$ cat src/rtl/beta_exe_wb_stage.sv
// Two-entry execute-to-writeback buffer: formats ALU results at push and presents them in FIFO order.
// Optional build macro BETA_EXE_WB_PERF_EN adds a saturating 32-bit writeback stall counter.
package beta_pkg;
  parameter int XLEN = 32;
endpackage

module beta_exe_wb_stage #(
  parameter int XLEN  = beta_pkg::XLEN,
  parameter int DEPTH = 2
) (
  input  logic            clk_i,
  input  logic            rst_i,
  input  logic            flush_i,
  input  logic            in_valid_i,
  output logic            in_ready_o,
  input  logic            alu_op_end_i,
  input  logic [XLEN-1:0] alu_result_i,
  input  logic            alu_zero_i,
  input  logic            alu_negative_i,
  input  logic [1:0]      res_sel_i,
  input  logic [2:0]      branch_cond_i,
  input  logic [4:0]      rd_addr_i,
  output logic            out_valid_o,
  input  logic            out_ready_i,
  output logic [XLEN-1:0] wb_data_o,
  output logic [4:0]      wb_rd_o,
  output logic            wb_we_o,
  output logic            branch_taken_o
`ifdef BETA_EXE_WB_PERF_EN
  ,
  output logic [31:0]     stall_cnt_o
`endif
);

  typedef enum logic [1:0] {
    EMPTY = 2'd0,
    ONE   = 2'd1,
    FULL  = 2'd2
  } occ_e;

  occ_e            state_r, state_next_s;
  logic            head_r, tail_r;
  logic [XLEN-1:0] data_r  [DEPTH];
  logic [4:0]      rd_r    [DEPTH];
  logic            br_r    [DEPTH];
  logic            taken_r [DEPTH];
  logic            push_s, pop_s;
  logic [XLEN-1:0] fmt_data_s;
  logic            fmt_br_s, fmt_taken_s;

  function automatic logic branch_eval(input logic [2:0] cond, input logic zero, input logic neg);
    case (cond)
      3'b000:         branch_eval = zero;
      3'b001:         branch_eval = ~zero;
      3'b100, 3'b110: branch_eval = neg;
      3'b101, 3'b111: branch_eval = ~neg;
      default:        branch_eval = 1'b0;
    endcase
  endfunction

  // Handshake decode from occupancy; there is no bypass from input to output.
  always_comb begin
    in_ready_o  = (state_r != FULL);
    out_valid_o = (state_r == ONE) || (state_r == FULL);
    push_s      = in_valid_i & alu_op_end_i & in_ready_o & ~flush_i;
    pop_s       = out_valid_o & out_ready_i & ~flush_i;
  end

  // Entry formatting applied at push time.
  always_comb begin
    fmt_data_s  = alu_result_i;
    fmt_br_s    = (res_sel_i == 2'b10);
    fmt_taken_s = 1'b0;
    if (res_sel_i == 2'b01) begin
      fmt_data_s = {{(XLEN-1){1'b0}}, alu_negative_i};
    end else begin
      fmt_data_s = alu_result_i;
    end
    if (fmt_br_s) begin
      fmt_taken_s = branch_eval(branch_cond_i, alu_zero_i, alu_negative_i);
    end else begin
      fmt_taken_s = 1'b0;
    end
  end

  // Occupancy next-state logic; flush overrides push and pop.
  always_comb begin
    state_next_s = state_r;
    if (flush_i) begin
      state_next_s = EMPTY;
    end else begin
      case (state_r)
        EMPTY:   state_next_s = push_s ? ONE : EMPTY;
        ONE: begin
          if (push_s && !pop_s) begin
            state_next_s = FULL;
          end else if (pop_s && !push_s) begin
            state_next_s = EMPTY;
          end else begin
            state_next_s = ONE;
          end
        end
        FULL:    state_next_s = pop_s ? ONE : FULL;
        default: state_next_s = EMPTY;
      endcase
    end
  end

  // Occupancy state register.
  always_ff @(posedge clk_i) begin
    if (rst_i) begin
      state_r <= EMPTY;
    end else begin
      state_r <= state_next_s;
    end
  end

  // Pointers and entry storage; flush rewinds both pointers.
  always_ff @(posedge clk_i) begin
    if (rst_i) begin
      head_r <= 1'b0;
      tail_r <= 1'b0;
      for (int i = 0; i < DEPTH; i++) begin
        data_r[i]  <= '0;
        rd_r[i]    <= 5'd0;
        br_r[i]    <= 1'b0;
        taken_r[i] <= 1'b0;
      end
    end else if (flush_i) begin
      head_r <= 1'b0;
      tail_r <= 1'b0;
    end else begin
      if (push_s) begin
        data_r[tail_r]  <= fmt_data_s;
        rd_r[tail_r]    <= rd_addr_i;
        br_r[tail_r]    <= fmt_br_s;
        taken_r[tail_r] <= fmt_taken_s;
        tail_r          <= ~tail_r;
      end
      if (pop_s) begin
        head_r <= ~head_r;
      end
    end
  end

  // Head-entry fields driven straight from storage.
  always_comb begin
    wb_data_o      = data_r[head_r];
    wb_rd_o        = rd_r[head_r];
    branch_taken_o = taken_r[head_r];
    wb_we_o        = out_valid_o & (rd_r[head_r] != 5'd0) & ~br_r[head_r];
  end

`ifdef BETA_EXE_WB_PERF_EN
  // Saturating count of cycles where the head entry is blocked by writeback.
  always_ff @(posedge clk_i) begin
    if (rst_i) begin
      stall_cnt_o <= 32'd0;
    end else if (out_valid_o && !out_ready_i && (stall_cnt_o != 32'hFFFF_FFFF)) begin
      stall_cnt_o <= stall_cnt_o + 32'd1;
    end else begin
      stall_cnt_o <= stall_cnt_o;
    end
  end
`else
  // Base build carries no stall counter.
`endif

endmodule
$ cat config.mk
export PLATFORM = sky130hd
export DESIGN_NAME = beta_exe_wb_stage
export DESIGN_NICKNAME = d
export VERILOG_FILES = /design/src/rtl/beta_exe_wb_stage.sv
export SDC_FILE = /design/constraint.sdc
export NUM_CORES = 1
export LEC_CHECK = 0
export CORE_MARGIN = 2
export CORE_UTILIZATION = 30
export DETAILED_ROUTE_END_ITERATION = 16
export PLACE_DENSITY = 0.64
export SLEW_MARGIN = 20
export SYNTH_ARGS = -nofsm -noshare
export SYNTH_HDL_FRONTEND = slang
export SYNTH_SLANG_ARGS = --single-unit
$ cat constraint.sdc
create_clock -name clk_i -period 2.45 [get_ports clk_i]
set_clock_uncertainty 0.2 [all_clocks]
set_input_delay 0.3675 -clock clk_i [delete_from_list [all_inputs] [get_ports clk_i]]
set_output_delay 0.3675 -clock clk_i [all_outputs]
set_load 0.01 [all_outputs]
* Word-level counts from Yosys, hierarchy flattened *
Memory sizes are Yosys's and may differ from the RTL's. A register that Yosys moved wholly into a read port is not among the register bits.
Index checks and enable logic that the tools add are counted.
Widths: inputs -> output; s select.

storage, ports and cells
  bits in writable memories = 78
  logic and storage cells = 79
  register bits = 4
  bits in read-only memories = 0
  bits of input ports = 50
  bits in latches = 0
  output and inout bits = 41
  memories = 4

cells by class
  add/subtract/negate cells = 0
  reductions and logical operators = 15
  div/mod/pow operators = 0
  $mul = 0
  bitwise gates (word level) = 13
  shifts and indexed selects = 0
  equality and inequality tests = 10
  multiplexer cells = 34
  $lt $le $gt $ge = 0

memory list
  memory   depth  width  read ports  clocked after Yosys merged registers in  write ports  line  text
  data_r   2      32     1           1                                        2            43    logic [XLEN-1:0] data_r [DEPTH];
  rd_r     2      5      1           1                                        2            44    logic [4:0] rd_r [DEPTH];
  br_r     2      1      1           1                                        2            45    logic br_r [DEPTH];
  taken_r  2      1      1           1                                        2            46    logic taken_r [DEPTH];

operator list
  kind                number
  $mux 32             2
  $reduce_or 32->1    1
  $mux 1              27
  $eq 3x3->1 const B  4
  $and 1x1->1         7
  $not 1->1           6
  $pmux 2 s3          1
  $reduce_or 2->1     3
  $mux 5              1
  $reduce_bool 5->1   1
  $reduce_or 5->1     1
  $eq 2x1->1 const B  2
  $eq 2x2->1 const B  2
  $mux 2              2
  $pmux 1 s4          1
  $eq 3x1->1 const B  1
  $logic_not 3->1     1
  $logic_and 1x1->1   2
  $logic_not 1->1     2
  $logic_not 2->1     1
  $ne 2x2->1 const B  1
  $reduce_or 1->1     2
  $logic_or 1x1->1    1

* Logic depth before layout (Yosys ltp) *
Gate-level depths: netlist of the first run.

  word-level depth = 9
  depth in mapped cells = 7
  depth with buffers taken out = 6

* Worst setup path before layout of the first run *
Ideal clock, no wire load.

  path type = reg2reg
  from = register state_r[0]
  to = memory br_r[0] (enable)
  arrival time = 1.885 ns
  library setup time = 0.395 ns
  path slack = -0.031 ns
  cell stages (with the launch flop) = 6
  required time = 1.855 ns
  clock period less this slack = 2.481 ns
  path buffers = 1
  cell sequence = dfxtp_1 -> inv_1 -> ha_1 -> and4bb_2 -> buf_2 -> a21o_1

RTL lines
  item                    line  text
  from (decl)             41    occ_e state_r, state_next_s;
  from (signal assigned)  114   state_r <= state_next_s;
  to (decl)               45

==> run metrics, run 1 <==
status=complete, no violations; Setup crit end kind=output pin; CP top delay family=buffers and inverters; clock sinks=83; simple-gate portion of the synthesized area=0.150; transition time of the tightest slew-check pin=556 ps; Max-slew headroom=0.630; # IOs=91; most area-hungry cell type in the Yosys netlist=edfxtp_1; Initial DRC Count=82; vias in the first global route=2,515; Routed wire per std cell=14.2 um; CP Launch Type=flip-flop; number of hold buffers added after cts=0; nets=447; # fillers=1,141; Bufs and invs on worst path=2; First-pass DRT Iterations=4; die extent in y=115 um; combinational family with the most area after synthesis=simple AND/OR/NAND/NOR gates; synthesis-to-layout area growth=40.5%; Cells after Synth=294; Mapped Nets=349; prevailing post-synth register cell=edfxtp_1; Die Width=115 um; HP Class=flip-flop to flip-flop; placed cells=546; crit path time final=2370 ps; CP max-delay cell=clkdlybuf4s50_1; H-Tree Depth=3; vias per cell=4.37; crit path kind=flip-flop to output pin; Initial Util=0.308; Ys Warns=0; clk_lat worst skew=320 ps; Die ar.=0.0133 mm2; FFs w/ async S/R, synth=0; sequential standard cell area=0.00245 mm2; routed vias=2,468; CP max FO=15; period utilization=0.967; EDFF count, synth=78; WL final=8.02 mm; setup_tns=0 ps; antenna cells=0; max_cap viols=0; RePlAce Congestion=0.767; largest net degree at the start of global routing=40; Mapped Area=0.00372 mm2; Synth top area share=0.630; Leak=1.98 nW; mux cell area share after synthesis=0.120; syn_area_per_cell=12.6 um2; grt ovf=0; Total GRT Usage=0.125; crit path cell chain=buf_12 -> mux2_2 -> clkdlybuf4s50_1; Reg clk slew, reported paths=60 ps; core area=0.0121 mm2; post-detailed-route DRC marker count=0; TritonCTS clock tree=done; pwr/cell area=636 mW/mm2; pre-CTS setup slack=231 ps; Required @ worst endpoint=1880 ps; most frequent cell after synthesis=nor2_1; Post-Synth XOR/XNOR Area=0.00471; sequential-to-total area share from yosys stat=0.657; post-synthesis adder-cell area fraction=0.0168; complex-gate fraction of the synthesized area=0.0141; Worst path max stage delay=490 ps; Final Non-Filler Cells=565; area of the multi-input gates=0.00115 mm2; post-synthesis cell type count=29; Final Max Slew Viols=0; Setup WS post-layout=80.6 ps; critical path arrival=1800 ps; Max Clk Rate=422 MHz; Setup Viol. Count Final=0; Row Count=40; I/O Buffers=90; initial antenna violation count=0; Yosys reg bits=83; CTS Buffer Depth=2; top cells by area, synth=edfxtp_1 (63%), mux2_2 (12%), nor2_1 (8.1%); first-pass GRT wire length=12.6 mm; Num CTS Buffers=9; maximum VDD drop=281 uV; Final Total Pwr=3.32 mW; RSZ-0062 raised after global routing=no; share of cells above drive strength 1=0.194; most common library cells after synthesis=nor2_1 (80), edfxtp_1 (78), mux2_2 (38); Final Hold Viols=0; post-route antenna net violation count=0; Post-DP HPWL=5.48 mm; Clock Tree Root=clkbuf_16
## area by class of cell
cell class	count	area share
clock buffer	10	0.0438
clock inverter	6	0.0172
inverter	9	0.00647
multi-input combinational	185	0.221
sequential	83	0.468
tap	168	0.0402
timing repair buffer	104	0.204
## final timing paths
| path | start | to | slack [ps] | cells past startpoint |
|---|---|---|---|---|
| setup / recovery | flip-flop | wb_data_o[13] | 80 | 3 |
| hold / removal | head_r | head_r | 390 | 2 |
| setup reg to reg | state_r[0] | data_r[1][26] | 410 | 5 |
| hold reg to reg | head_r | head_r | 390 | 2 |
## where the power goes
group / leakage, nW / total (mW) / switching (mW) / internal, mW
combinational: 0.960 / 0.304 / 0.136 / 0.168
clock: 0.153 / 1.41 / 0.514 / 0.894
sequential: 0.867 / 1.61 / 0.0127 / 1.60
## cell usage in the layout, fill, tap and decap left out, drive strengths merged, types with 2 or more instances in the layout
cell type,count
edfxtp,78
dfxtp,5
ha,5
a21o,2
inv,9
bufinv,2
nor2,80
clkinv,3
mux2i,2
buf,13
nand3,2
clkbuf,11
nor3,4
clkdlybuf4s50,89
mux2,38
nand2,35
nand2b,3
nor4,2
## through the flow
stage / area (um2) / hold WS [ps] / utilization
final: 5230 / 388 / 0.433
after global routing: 5230 / 462 / 0.433
after CTS: 5200 / 395 / 0.431
after detailed placement: 4850 / 379 / 0.402
after global placement: 4850 / 349 / 0.402
after floorplan: 3720 / 244 / -
## tightest hold or removal path, cell delays in order, from the launching register on
cell and delay, ps:
dfxtp_1 330, xor2_1 80, nor3_1 120
## flip-flops by register name, indices dropped and copies added, names as in the netlist, named ones only
register and flops:
br_r 2, data_r 64, head_r 1, rd_r 10
state_r 2, tail_r 1, taken_r 2
## logic make-up after synthesis
| family | after synthesis |
|---|---|
| buffers and inverters | 26 |
| multiplexers | 40 |
| flip-flops | 83 |
| adder cells (fa/ha/maj) | 5 |
| AO/OA/AOI/OAI | 7 |
| XOR/XNOR | 2 |
| AND/OR/NAND/NOR | 131 |
## what timing repair did
item                                    CTS  global route
endpoints found under the setup margin   30             4
buffers inserted                          2             0
cloned                                    0             1
resized for setup                         2             1
## routing by layer
layer / GRT usage / share of wire / vias to the layer above
met4: 0.0289 / 0.0080 / 0
met2: 0.210 / 0.49 / 73
met3: 0.0364 / 0.052 / 7
met1: 0.160 / 0.45 / 1174
met5: 0 / 0 / -
li1: - / - / 1214
(Power assumes the default switching activity.)
==> inputs of run 2 (changes only) <==
Settings changed: CTS_CLUSTER_SIZE from default to 24, GPL_TIMING_DRIVEN from default to 0.
==> run 2 against run 1 <==
Effect of this change: the run now ends with negative setup slack left; sequential cell count unchanged; power decreased by 4.1%; sequential share of layout area increased by 0.064 points; largest cell class unchanged; sequential power about the same; die area unchanged; highest routed layer unchanged; register-to-register slack got worse by 510 ps; worst setup slack got worse by 180 ps; cell count increased by 0.53%; first-iteration DRC count increased by 8.5%; count of clock-buffer cells in the layout increased by 1; hold slack got worse by 29 ps; via count increased by 2.3%.
==> run metrics, run 2 (synthesis results as in run 1) <==
R2R setup slack=-100 ps (-510 ps); largest reg by FF count=data_r; placed cells=552 (+1.1%); TritonCTS clock tree=done; Clock Tree Root=clkbuf_16; # fillers=1,165 (+2.1%); Gate power share=0.091 (about the same); clock network power share=0.402 (-0.022); Leak=2.25 nW (+14%); first-pass GRT wire length=12.7 mm (+0.82%); Required @ worst endpoint=2200 ps (+320 ps); die extent in y=115 um (unchanged); clock sinks=83 (unchanged); # IOs=91 (unchanged); setup_tns=-7470 ps (-7470 ps); Post-DP HPWL=5.45 mm (-0.41%); Final Hold Viols=0 (unchanged); max reg flops=64 (unchanged); Initial Util=0.308 (unchanged); clk_lat worst skew=330 ps (about the same); max_cap viols=0 (unchanged); Max Clk Rate=392 MHz (-7.2%); post-route antenna net violation count=0 (unchanged); HP Class=flip-flop to flip-flop; crit path kind=flip-flop to flip-flop; sequential share of power=0.506 (+0.021); critical path arrival=2300 ps (+500 ps); Reg clk slew, reported paths=60 ps (about the same); post-detailed-route DRC marker count=0 (unchanged); most frequent cells in the layout=nor2_1 (80), edfxtp_1 (78), clkdlybuf4s50_1 (67); share of cells above drive strength 1=0.190 (-0.00395); H-Tree Depth=3 (unchanged); maximum VDD drop=253 uV (-9.8%); grt ovf=0 (unchanged); Net Sw Frac=0.205 (+0.00599); Initial DRC Count=89 (+8.5%); CTS Buffer Depth=2 (unchanged); Final Max Slew Viols=0 (unchanged); vias per cell=4.45 (+1.8%); hold path start=head_r; First-pass DRT Iterations=4 (unchanged); Reg-to-Reg Start=state_r[0]; Die Width=115 um (unchanged); initial antenna violation count=0 (unchanged); leading cell type in the layout, fill and taps excluded=nor2_1; I/O Buffers=90 (unchanged); Total GRT Usage=0.130 (+0.00471); period utilization=1.04 (+0.0751); reg2reg path depth=5 (unchanged); Setup Viol. Count Final=78 (+78); Routed wire per std cell=14.7 um (+3.3%); antenna cells=0 (unchanged); CP Launch Type=flip-flop; WHS Path Cells=2 (unchanged); Int Power=2.53 mW (-4.8%); Row Count=40 (unchanged); Setup WS post-layout=-103 ps (-184 ps); RePlAce Congestion=0.694 (-9.5%); routed vias=2,525 (+2.3%); nets=451 (+0.89%); pwr/cell area=612 mW/mm2 (-3.9%); Final Non-Filler Cells=568 (+0.53%); Max-slew headroom=0.334 (-0.296); status=complete, but fails checks; crit path time final=2550 ps (+184 ps); WL final=8.34 mm (+3.9%); Top Registers=data_r x64, rd_r x10; transition time of the tightest slew-check pin=999 ps (+444 ps); failing checks=negative setup slack; CP max FO=39 (+24); RSZ-0062 raised after global routing=yes; core area=0.0121 mm2 (unchanged); Sw Pwr=0.655 mW (-1.2%); Die ar.=0.0133 mm2 (unchanged); reg2reg end=data_r[0][24]; Num CTS Buffers=9 (unchanged); vias in the first global route=2,581 (+2.6%); largest net degree at the start of global routing=40 (unchanged); Setup crit end kind=flip-flop; end of the worst hold path=head_r; synthesis-to-layout area growth=40.2%
## run 2: cell count changes in the layout (fill, tap and decap cells not counted), sizes merged
cell,previous run,this run
clkdlybuf4s50,89,67
clkinvlp,1,0
dlymetal6s2s,1,21
clkbuf,11,12
buf,13,17
dlygate4sd2,0,2
bufinv,2,1
## run 2: how the worst max path moves through the flow
stage          cells after the start  slack (ps)             to       start
2_1_floorplan                      5         300        br_r[0]  state_r[0]
3_3_place_gp                       4        -350  data_r[0][30]     flush_i
3_5_place_dp                       4        -390  data_r[0][30]     flush_i
4_1_cts                            5        -140  data_r[0][19]  state_r[0]
5_1_grt                            5        -260  data_r[0][28]  state_r[0]
6_report                           5        -100  data_r[0][24]  state_r[0]
## run 2: critical path: stages (launching register included)
cell      delay, ps
dfxtp_1         380
inv_1            80
ha_1            240
and4bb_2        290
buf_2           160
a21o_2          810
## run 2: power groups by stage
stage	logic, mW	clock network (mW)	registers [mW]
after floorplan	0.125	0	1.64
after global placement	0.296	0	1.64
after detailed placement	0.298	0	1.64
after CTS	0.301	1.30	1.62
after global routing	0.317	1.38	1.62
final	0.291	1.28	1.61
## run 2: area by class of cell
class / instances / area, um2 / area share
plain buffers: 17 / 148 / 0.0283
clock buffers: 11 / 233 / 0.0446
clock inverters: 4 / 42.5 / 0.00816
inverters: 9 / 33.8 / 0.00648
multi-input cells: 185 / 1140 / 0.219
flip-flops and latches: 83 / 2440 / 0.469
well taps: 168 / 210 / 0.0403
repair buffers: 91 / 958 / 0.184
## run 2: what timing repair did
item,CTS,global route
cloned,0,0
buffers inserted,1,0
hold buffers,0,0
resized for setup,16,21
endpoints found under the setup margin,109,99
## run 2: per-layer routing
layer / share of wire / global-route usage / wire length [um] / up-vias
li1: - / - / - / 1224
met1: 0.46 / 0.163 / 3870 / 1215
met2: 0.46 / 0.212 / 3840 / 77
met3: 0.059 / 0.0337 / 494 / 9
met4: 0.016 / 0.0530 / 130 / 0
met5: 0 / 0 / 0 / -
## run 2: stage by stage
step	area, um2	setup slack, ps	hold slack, ps	utilization	power, mW
after floorplan	3720	299	244	-	1.76
after global placement	4830	-354	335	0.401	1.94
after detailed placement	4830	-385	346	0.401	1.94
after CTS	5160	-144	369	0.428	3.22
after global routing	5210	-255	429	0.432	3.31
final	5210	-103	359	0.432	3.19
==> inputs of run 3 (changes only) <==
Settings changed: SKIP_LAST_GASP from default to 1.
==> results of run 3 <==
Same layout as run 2: the final DEF is identical, and so are final timing and power.
